## config.mk

```make
export PLATFORM = sky130hd
export DESIGN_NAME = serializador_paralelo_serial
export DESIGN_NICKNAME = d
export VERILOG_FILES = /design/src/rtl/serializador_paralelo_serial.sv
export SDC_FILE = /design/constraint.sdc
export NUM_CORES = 1
export LEC_CHECK = 0
export ABC_CLOCK_PERIOD_IN_PS = 1500
export BUFFER_PORTS_ARGS = -buffer_cell sky130_fd_sc_hd__buf_2
export CAP_MARGIN = 15
export CELL_PAD_IN_SITES_DETAIL_PLACEMENT = 1
export CELL_PAD_IN_SITES_GLOBAL_PLACEMENT = 1
export CORE_AREA = 2 2 39 41
export CTS_BUF_LIST = sky130_fd_sc_hd__clkbuf_8
export CTS_CLUSTER_DIAMETER = 30
export DETAILED_ROUTE_END_ITERATION = 16
export DIE_AREA = 0 0 41 43
export GPL_TIMING_DRIVEN = 0
export MAX_ROUTING_LAYER = met4
export PLACE_DENSITY_LB_ADDON = 0.2
export SETUP_SLACK_MARGIN = 0.3
export SKIP_CTS_REPAIR_TIMING = 1
export SYNTH_ARGS = -nofsm -noshare
export SYNTH_HDL_FRONTEND = slang
export SYNTH_SLANG_ARGS = --single-unit
```

## constraint.sdc

```tcl
create_clock -name clock -period 1.5 [get_ports clock]
set_input_delay 0.3 -clock clock [delete_from_list [all_inputs] [get_ports clock]]
set_output_delay 0.3 -clock clock [all_outputs]
set_load 0.02 [all_outputs]
```

## src/rtl/serializador_paralelo_serial.sv

```systemverilog
// Parallel-in/serial-out transmitter: takes a WIDTH-bit word on a valid/ready
// handshake and shifts it out one bit per clock, with an optional idle gap.
module serializador_paralelo_serial #(
  parameter int WIDTH     = 4,
  parameter bit MSB_FIRST = 1'b1,
  parameter int GAP       = 0
) (
  input  logic             clock,
  input  logic             reset,
  input  logic [WIDTH-1:0] dado,
  input  logic             valido,
  output logic             pronto,
  output logic             saida,
  output logic             ativo,
  output logic             fim
);
  localparam int CW = $clog2(WIDTH + 1);
  localparam int GW = (GAP > 0) ? $clog2(GAP + 1) : 1;
  localparam logic [CW-1:0] LAST_BIT = CW'(WIDTH - 1);
  localparam logic [GW-1:0] LAST_GAP = (GAP > 0) ? GW'(GAP - 1) : '0;

  typedef enum logic [1:0] {OCIOSO, TRANSMITINDO, PAUSA} estado_t;

  estado_t          estado, estado_n;
  logic [WIDTH-1:0] sreg, sreg_n, shifted;
  logic [CW-1:0]    cnt, cnt_n;
  logic [GW-1:0]    gcnt, gcnt_n;
  logic             ativo_n, fim_n, aceita;

  // saida is a flop bit of the shift register; zero fill leaves it at 0 once a word is out
  assign shifted = MSB_FIRST ? {sreg[WIDTH-2:0], 1'b0} : {1'b0, sreg[WIDTH-1:1]};
  assign saida   = MSB_FIRST ? sreg[WIDTH-1] : sreg[0];
  assign aceita  = valido && pronto;

  always_ff @(posedge clock or negedge reset) begin
    if (!reset) begin
      estado <= OCIOSO;
      sreg   <= '0;
      cnt    <= '0;
      gcnt   <= '0;
      ativo  <= 1'b0;
      fim    <= 1'b0;
    end else begin
      estado <= estado_n;
      sreg   <= sreg_n;
      cnt    <= cnt_n;
      gcnt   <= gcnt_n;
      ativo  <= ativo_n;
      fim    <= fim_n;
    end
  end

  always_comb begin
    estado_n = estado;
    sreg_n   = sreg;
    cnt_n    = cnt;
    gcnt_n   = gcnt;
    unique case (estado)
      OCIOSO: if (aceita) begin
        estado_n = TRANSMITINDO;
        sreg_n   = dado;
        cnt_n    = '0;
      end
      TRANSMITINDO: begin
        sreg_n = shifted;
        if (cnt == LAST_BIT) begin
          cnt_n = '0;
          // aceita can only be high here when GAP==0 (pronto is decoded that way)
          if (aceita)        sreg_n   = dado;
          else if (GAP == 0) estado_n = OCIOSO;
          else begin
            estado_n = PAUSA;
            gcnt_n   = '0;
          end
        end else begin
          cnt_n = cnt + 1'b1;
        end
      end
      PAUSA: begin
        if (gcnt == LAST_GAP) estado_n = OCIOSO;
        else                  gcnt_n   = gcnt + 1'b1;
      end
      default: estado_n = OCIOSO;
    endcase
  end

  always_comb begin
    pronto  = (estado == OCIOSO) ||
              ((GAP == 0) && (estado == TRANSMITINDO) && (cnt == LAST_BIT));
    ativo_n = (estado_n == TRANSMITINDO);
    fim_n   = ativo_n && (cnt_n == LAST_BIT);
  end
endmodule
```

# After elaboration in Yosys (flattened, before gate mapping)

Cells that the tools add are included.

Register bits after elaboration: 12
Output and inout bits: 4

$add $sub $neg: 2
Eq/ne operators: 6
Muxes and demuxes: 13
Reduce and logical (&&, ||, !) cells: 7

Operators with widths:

| operator                                                               | count |
|---|---|
| 4-bit two-way mux                                                      | 3 |
| 2-bit two-way mux                                                      | 4 |
| 4-bit case mux with 2 select lines                                     | 1 |
| 3-bit by 2-bit equality test with 1-bit output (second input constant) | 2 |
| 3-bit two-way mux                                                      | 2 |
| 2-bit case mux with 3 select lines                                     | 1 |
| 3-bit case mux with 2 select lines                                     | 1 |
| 2-bit by 1-bit equality test with 1-bit output (second input constant) | 2 |
| 3-bit by 1-bit adder with 3-bit output (second input constant)         | 1 |
| 1-bit logical AND                                                      | 3 |
| 2-bit equality test (second input constant)                            | 1 |
| 2-bit logical NOT                                                      | 1 |
| 2-bit inequality test (second input constant)                          | 1 |
| 2-bit AND reduction                                                    | 1 |
| 2-bit nonzero test                                                     | 1 |
| 1-bit adder (second input constant)                                    | 1 |
| 1-bit logical OR                                                       | 1 |
| 1-bit two-way mux                                                      | 1 |

# Depth between registers and ports, before layout

Gate-level depths: netlist of run 1.

Depth after elaboration: 9
Depth in mapped cells: 4
Mapped depth without buffers: 4

# Least setup slack after synthesis of run 1

No wires, ideal clock.

Path kind: register to output
From: reg cnt[0]
To: out pronto
Arrival: 0.990 ns
Data required time: 1.200 ns
Setup slack: 0.210 ns
Cell stages (with the launch flop): 4
Path buffers: 0
Cells stage by stage: dfrtp_1 > ha_1 > nand2b_1 > a21oi_1

Word-level cells in the longest chain between the ends: 3

RTL lines:

| element                                        | RTL line | source |
|---|---|---|
| from (decl)                                    | 26       | `logic [CW-1:0] cnt, cnt_n;` |
| from (signal assigned)                         | 46       | `cnt <= cnt_n;` |
| 3-bit by 2-bit equality test with 1-bit output | 89       | `((GAP == 0) && (estado == TRANSMITINDO) && (cnt == LAST_BIT));` |
| 1-bit logical AND                              | 89       |  |
| 1-bit logical OR                               | 88       | `pronto = (estado == OCIOSO) \|\|` |
| to (decl)                                      | 12       | `output logic pronto,` |

No other way between the ends.

# Worst setup path after layout of run 1

Same ends and word-level chain as after synthesis.

==> metrics, run 1 <==
outcome completed; RSZ-0062 raised after global routing true; Worst Hold End sreg[1]; dpl hpwl 782 µm; Req. time, crit path 1200 ps; antenna-violating nets left 0; GP Congestion 0.670; die height 43 µm; DRT Wirelength 1150 µm; routed length on met3 40 µm; fmax 0.702 GHz; Crit. Startpoint cnt[0]; fin area 708 µm²; cell area after synthesis 500 µm²; Top FF cell, synth dfrtp_1; Final Non-Filler Cells 79; placed inst area 574 µm²; Area growth, synth to finish 41.5%; Initial DRC Count 5; most frequent cell after synthesis dfrtp_1; Met2 Routed Length 604 µm; R2R Path End sreg[2]; first-pass GRT wire length 1680 µm; share of the synthesized area in the top cell type 0.550; area of the multi-input gates 283 µm²; Skew-Pair Late Insertion Delay 240 ps; htree depth 1; maximum root-to-sink buffer count 2; CP max FO 4; vias 398; hold_sp dado[1]; clock buffer count from CTS 3; Critical Path AT 1120 ps; Final Setup Violations 0; worst hold path cell count 3; std cell rows 14; number of global-route vias before repair 398; max_cap viols 0; largest cells by area after synthesis dfrtp_1, a21oi_1, o21ai_0; register area 278 µm²; Clock Sinks 11; antenna violations before repair 0; filler cell count 146; PD cells 1170 mW/mm²; num ports 11; die area 0.00176 mm²; WL met1 500 µm; Inst Count DP 72; final setup margin 75.0 ps; Async SR Flop Fraction 1.00; drt pass-1 iters 2; Critical R2R Launch cnt[0]; VDD IR max 446 µV; Via density 5.04; number of flops mapped to enable cells by yosys 0; minimum clock period 1420 ps; crit share post-route 0.950; Global Route Usage Sum 0.143; post-synthesis sequential area ratio 0.550; syn_area_per_cell 10.9 µm²; DR WL/cell 14.5 µm; Antenna diodes 0; top post-synthesis cells by count dfrtp_1, a21oi_1, nor2_1, o21ai_0; Leak 0.000309 µW; CTS root buffer clkbuf_8; core box area 0.00138 mm²; Post-Syn Instances 46; Critical Path Source Type flop; DIE WIDTH 41 µm; pin count of the biggest net entering global routing 12; max layer used met3; post-synthesis cell type count 18; Yosys top cell by area dfrtp_1; remaining global-route overflow 0; # DRC 0; Final #Nets 72; Final Slew Violations 0; Syn Nets 54; Hold Vio Cnt, Final 0; R2R cell count 4; yosys warns 0; pre-CTS worst setup slack 212 ps; clock skew 1.70 ps; kind of critical path flop to output port; Crit. End Element output port; Final Power 826 µW; number of synthesized register bits 11; clk slew on worst S/H paths 50 ps; Hold WC Path Type primary input to flop; setup TNS 0 ps; share of cells above drive strength 1 0.508; initial cell density of the core 0.362; Reg2Reg Setup Slack 310 ps; CTS tree done; Buffers on Ports 10
-- how the worst max path moves through the flow --
stage / endpoint / slack, ps / cells after the start
2_1_floorplan: pronto / 310 / 3
3_3_place_gp: pronto / 210 / 4
3_5_place_dp: pronto / 210 / 4
4_1_cts: pronto / -50 / 4
5_1_grt: pronto / 10 / 4
6_report: pronto / 80 / 4
-- per-layer routing --
layer / track usage / up-vias
li1: - / 197
met1: 0.178 / 194
met2: 0.225 / 7
met3: 0.0628 / 0
met4: 0 / 0
met5: - / -
-- power breakdown --
group | switching [µW] | internal [µW] | leakage [µW]
registers | 32.6 | 332 | 0.000134
logic | 80.3 | 81.2 | 0.000149
clock network | 118 | 183 | 0.0000255
-- cells by family after synthesis --
group	Yosys count	share of synthesized area
other cells	1	0.00749
mux	1	0.0200
compound gates	17	0.212
simple gates	15	0.185
flops	11	0.550
fa+ha+maj	1	0.0250
-- layout by cell type (no fill, tap or decap), drive strengths merged, types with 2 or more instances in the layout --
cell type,instances
dfrtp,11
nor2,5
a21oi,5
nand2b,2
a31oi,3
nand3b,2
buf,12
clkbuf,3
nand2,3
o21ai,5
-- critical path, cell delays in order (launching register included) --
cell	delay, ps
dfrtp_1	400
ha_4	180
nand2b_4	60
a21oi_2	130
buf_6	130
-- cell type report --
class	count	area share
clock inverter	1	0.00707
sequential	11	0.392
multi-input combinational	35	0.399
clock buffer	3	0.0583
tap	16	0.0283
timing repair buffer	13	0.115
-- state kept, by name (all words and copies together) (netlist names) --
register  count
ativo         1
cnt           3
estado        2
fim           1
sreg          4
-- through the flow --
step           hold WS (ps)   util
2_1_floorplan          4.41      -
3_3_place_gp            182  0.415
3_5_place_dp            185  0.415
4_1_cts               -70.6  0.448
5_1_grt                 309  0.512
6_report                305  0.512
(Power assumes the default switching activity.)
==> inputs of run 2 (changes only) <==
--- a/config.mk
+++ b/config.mk
@@ -10,11 +10,10 @@
 export CAP_MARGIN = 15
 export CELL_PAD_IN_SITES_DETAIL_PLACEMENT = 1
 export CELL_PAD_IN_SITES_GLOBAL_PLACEMENT = 1
-export CORE_AREA = 2 2 39 41
-export CTS_BUF_LIST = sky130_fd_sc_hd__clkbuf_8
+export CORE_UTILIZATION = 38
+export CTS_BUF_LIST = sky130_fd_sc_hd__clkbuf_8 sky130_fd_sc_hd__clkbuf_16
 export CTS_CLUSTER_DIAMETER = 30
 export DETAILED_ROUTE_END_ITERATION = 16
-export DIE_AREA = 0 0 41 43
 export GPL_TIMING_DRIVEN = 0
 export MAX_ROUTING_LAYER = met4
 export PLACE_DENSITY_LB_ADDON = 0.2
==> constraint.sdc (replaced) <==
create_clock -name clock -period 1.5 [get_ports clock]
set_input_delay 0.15 -clock clock [delete_from_list [all_inputs] [get_ports clock]]
set_output_delay 0.15 -clock clock [all_outputs]
set_load 0.02 [all_outputs]
==> run 2 against run 1 <==
Compared with the run above: global-route usage is 4.7 points higher; first-iteration DRC count is 80% lower; sequential share of layout area is 0.89 points higher; worst hold slack worse by 150 ps.
==> metrics, run 2 (synthesized netlist as in run 1, its figures left out) <==
initial cell density of the core 0.427; Critical Path Source Type flop; clock skew 1.69 ps; share of cells above drive strength 1 0.431; VDD IR max 581 µV; Final Slew Violations 0; sequential share of power 0.444; vias 408; number of global-route vias before repair 382; leading cell types in the layout, fill and taps excluded dfrtp_1, buf_2, nor2_1, buf_4, a21oi_1; delay-heaviest family, CP flip-flops; die area 0.00147 mm²; max reg flops 4; Final Non-Filler Cells 79; clock power share 0.366; Sw Share 0.278; CP cell instances ha_4 > nand2b_4 > a21oi_2 > buf_4; Req. time, crit path 1350 ps; CTS root buffer clkbuf_8; peak per-stage delay on the critical path 410 ps; clk slew on worst S/H paths 50 ps; Buffers on Ports 10; Hold WC Path Type primary input to flop; antenna violations before repair 0; # DRC 0; Final Setup Violations 0; Hold Vio Cnt, Final 0; Clock Sinks 11; fmax 0.772 GHz; CP max FO 3; GP Congestion 0.678; minimum clock period 1290 ps; maximum root-to-sink buffer count 2; Skew-Pair Late Insertion Delay 240 ps; setup TNS 0 ps; slowest stage cell, crit path dfrtp_1; GR Util met2 0.271; Critical Path AT 1140 ps; Antenna diodes 0; Internal 591 µW; Top reg by flops sreg; core box area 0.00117 mm²; DRT Wirelength 1220 µm; drt pass-1 iters 2; M3 GR Usage 0.0698; GRT Max-Usage Layer met2; Largest regs sreg: 4 flops, cnt: 3 flops, estado: 2 flops; antenna-violating nets left 0; htree depth 1; die height 38.3 µm; DIE WIDTH 38.3 µm; pin count of the biggest net entering global routing 12; num ports 11; kind of critical path flop to output port; clock buffer count from CTS 3; crit share post-route 0.863; Inst Count DP 70; PD cells 1190 mW/mm²; Via density 5.16; DR WL/cell 15.5 µm; Area growth, synth to finish 37.7%; first-pass GRT wire length 1760 µm; std cell rows 12; max_cap viols 0; Leak 0.000316 µW; remaining global-route overflow 0; Final #Nets 74; Buf/Inv on CP 1; Initial DRC Count 1; RSZ-0062 raised after global routing true; Global Route Usage Sum 0.190; Switch Pwr 227 µW; met1 GRT Util 0.242; Crit. End Element output port; outcome completed; commonest non-fill, non-tap cell in the layout dfrtp_1; CTS tree done; Comb pwr share 0.190
==> run 2: changes by cell type in the layout (fill, tap and decap cells not counted), sizes merged <==
cell    change
buf         +2
clkinv      -1
inv         +1
==> run 2: cell type report <==
cell class / instances / area [µm²]
Multi-Input combinational cell: 35 / 258
Sequential cell: 11 / 277
Clock buffer: 3 / 41.3
Fill cell: 122 / 482
Tap cell: 14 / 17.5
Timing Repair Buffer: 15 / 92.6
Clock inverter: 1 / 3.75
==> run 2: layer usage <==
metal / wire [µm] / up-vias
met3: 48 / 0
met2: 609 / 11
met5: 0 / -
met4: 0 / 0
li1: - / 202
met1: 565 / 195
==> run 2: tightest hold or removal path, cell delays in order <==
cell,delay (ps)
buf_2,100
o21ai_2,40
a21oi_1,50
==> run 2: metrics by stage <==
| stage | util | power, µW | hold WS, ps | cell area (µm²) | setup slack [ps] |
|---|---|---|---|---|---|
| detailed placement | 0.485 | 480 | 33.9 | 568 | 236 |
| global placement | 0.485 | 473 | 34.0 | 568 | 242 |
| global route | 0.589 | 853 | 154 | 689 | 157 |
| floorplan | - | 434 | -146 | 500 | 360 |
| CTS | 0.524 | 779 | -223 | 613 | 63.0 |
| finish | 0.589 | 818 | 150 | 689 | 205 |
==> run 2: final timing paths <==
path,start,endpoint,slack (ps),depth (start not counted)
worst max-delay path,cnt[0],pronto,210,4
worst min-delay path,dado[1],sreg[1],150,3
worst max register to register,cnt[0],fim,240,5
worst min register to register,sreg[3],sreg[3],520,2
max in group asynchronous,reset,estado[1],960,2
min in group asynchronous,reset,cnt[1],310,2
==> run 2: power groups by stage <==
stage                     sequential [µW]  clock (µW)  combinational, µW
after global routing                  367         316                170
after detailed placement              361           0                119
after CTS                             356         304                119
after floorplan                       364           0               69.2
after global placement                360           0                114
final                                 363         300                155
==> inputs of run 3 (changes only) <==
--- a/config.mk
+++ b/config.mk
@@ -5,7 +5,7 @@
 export SDC_FILE = /design/constraint.sdc
 export NUM_CORES = 1
 export LEC_CHECK = 0
-export ABC_CLOCK_PERIOD_IN_PS = 1500
+export ABC_AREA = 0
 export BUFFER_PORTS_ARGS = -buffer_cell sky130_fd_sc_hd__buf_2
 export CAP_MARGIN = 15
 export CELL_PAD_IN_SITES_DETAIL_PLACEMENT = 1
@@ -16,7 +16,7 @@
 export DETAILED_ROUTE_END_ITERATION = 16
 export GPL_TIMING_DRIVEN = 0
 export MAX_ROUTING_LAYER = met4
-export PLACE_DENSITY_LB_ADDON = 0.2
+export PLACE_DENSITY = 0.71
 export SETUP_SLACK_MARGIN = 0.3
 export SKIP_CTS_REPAIR_TIMING = 1
 export SYNTH_ARGS = -nofsm -noshare
==> run 3 against run 2 <==
Compared with the run above: sequential share of layout area down 0.54 points; critical path depth unchanged; register-to-register slack better by 50 ps; final cell count unchanged; critical endpoint unchanged; largest cell class unchanged; largest power group unchanged.
==> metrics, run 3 (synthesized netlist as in run 1, its figures left out) <==
VDD IR max 747 µV; remaining global-route overflow 0; leading cell types in the layout, fill and taps excluded dfrtp_1, buf_2, nor2_1, buf_4, a21oi_1; delay-heaviest family, CP flip-flops; Final Slew Violations 0; max reg flops 4; core box area 0.00117 mm²; # DRC 0; clock buffer count from CTS 3; pin count of the biggest net entering global routing 12; die area 0.00147 mm²; first-pass GRT wire length 1790 µm; Hold WC Path Type primary input to flop; Buf/Inv on CP 1; kind of critical path flop to output port; peak per-stage delay on the critical path 400 ps; number of global-route vias before repair 401; crit share post-route 0.871; setup TNS 0 ps; Top reg by flops sreg; Leak 0.000317 µW; DIE WIDTH 38.3 µm; Skew-Pair Late Insertion Delay 230 ps; Crit. End Element output port; clk slew on worst S/H paths 50 ps; maximum root-to-sink buffer count 2; GP Congestion 0.721; fin area 702 µm²; initial cell density of the core 0.427; std cell rows 12; Antenna diodes 0; htree depth 1; dpl hpwl 803 µm; share of cells above drive strength 1 0.462; antenna-violating nets left 0; outcome completed; placed inst area 568 µm²; Critical Path AT 1160 ps; max_cap viols 0; Largest regs sreg: 4 flops, cnt: 3 flops, estado: 2 flops; minimum clock period 1310 ps; CP cell instances ha_4 > nand2b_4 > a21oi_2 > buf_4; CTS root buffer clkbuf_8; Hold Vio Cnt, Final 0; PD cells 1150 mW/mm²; Critical Path Source Type flop; DR WL/cell 16.7 µm; vias 425; drt pass-1 iters 3; num ports 11; RSZ-0062 raised after global routing true; Initial DRC Count 17; Area growth, synth to finish 40.2%; antenna violations before repair 0; Via density 5.38; Buffers on Ports 10; CP max FO 4; Req. time, crit path 1350 ps; fmax 0.765 GHz; Final Setup Violations 0; CTS tree done; slowest stage cell, crit path dfrtp_1; DRT Wirelength 1320 µm; die height 38.3 µm; clock skew 2.05 ps; Final #Nets 74; Clock Sinks 11; Global Route Usage Sum 0.186
run 3: layout make-up:
cell class | instances | area [µm²]
Multi-Input combinational cell | 35 | 269
Timing Repair Buffer | 15 | 92.6
Clock inverter | 1 | 3.75
Tap cell | 14 | 17.5
Clock buffer | 3 | 41.3
Sequential cell | 11 | 278
Fill cell | 135 | 469
run 3: layer usage:
layer	track usage	vias up	part of all wire
li1	-	204	-
met1	0.240	208	0.47
met2	0.288	13	0.48
met3	0.0349	0	0.042
met4	0.0804	0	0
met5	-	-	0
run 3: worst reg2reg max path, delay by kind of cell (launching register included):
kind	cells	cell delay [ps]
AOI/OAI and AO/OA	2	480
DFF	1	470
and+or+nand+nor	1	160
run 3: final timing paths:
path,start,endpoint,slack (ps),depth (start not counted)
max in group asynchronous,reset,estado[1],960,2
hold reg to reg,sreg[0],sreg[0],520,2
setup / recovery,cnt[1],pronto,190,4
setup reg to reg,estado[1],fim,290,3
min in group asynchronous,reset,sreg[1],320,2
hold / removal,dado[1],sreg[1],160,3
run 3: power by group:
part | internal, µW | total, µW | switching (µW)
registers | 332 | 366 | 34.1
clock network | 179 | 282 | 103
logic | 80.3 | 161 | 80.7
run 3: metrics by stage:
step	hold WS (ps)	setup WS, ps	total power, µW	utilization	std cells
2_1_floorplan	-146	360	434	-	46
3_3_place_gp	21.1	299	468	0.485	70
3_5_place_dp	32.8	245	482	0.485	70
4_1_cts	-221	87.4	774	0.524	74
5_1_grt	175	163	852	0.599	79
6_report	156	194	809	0.599	79
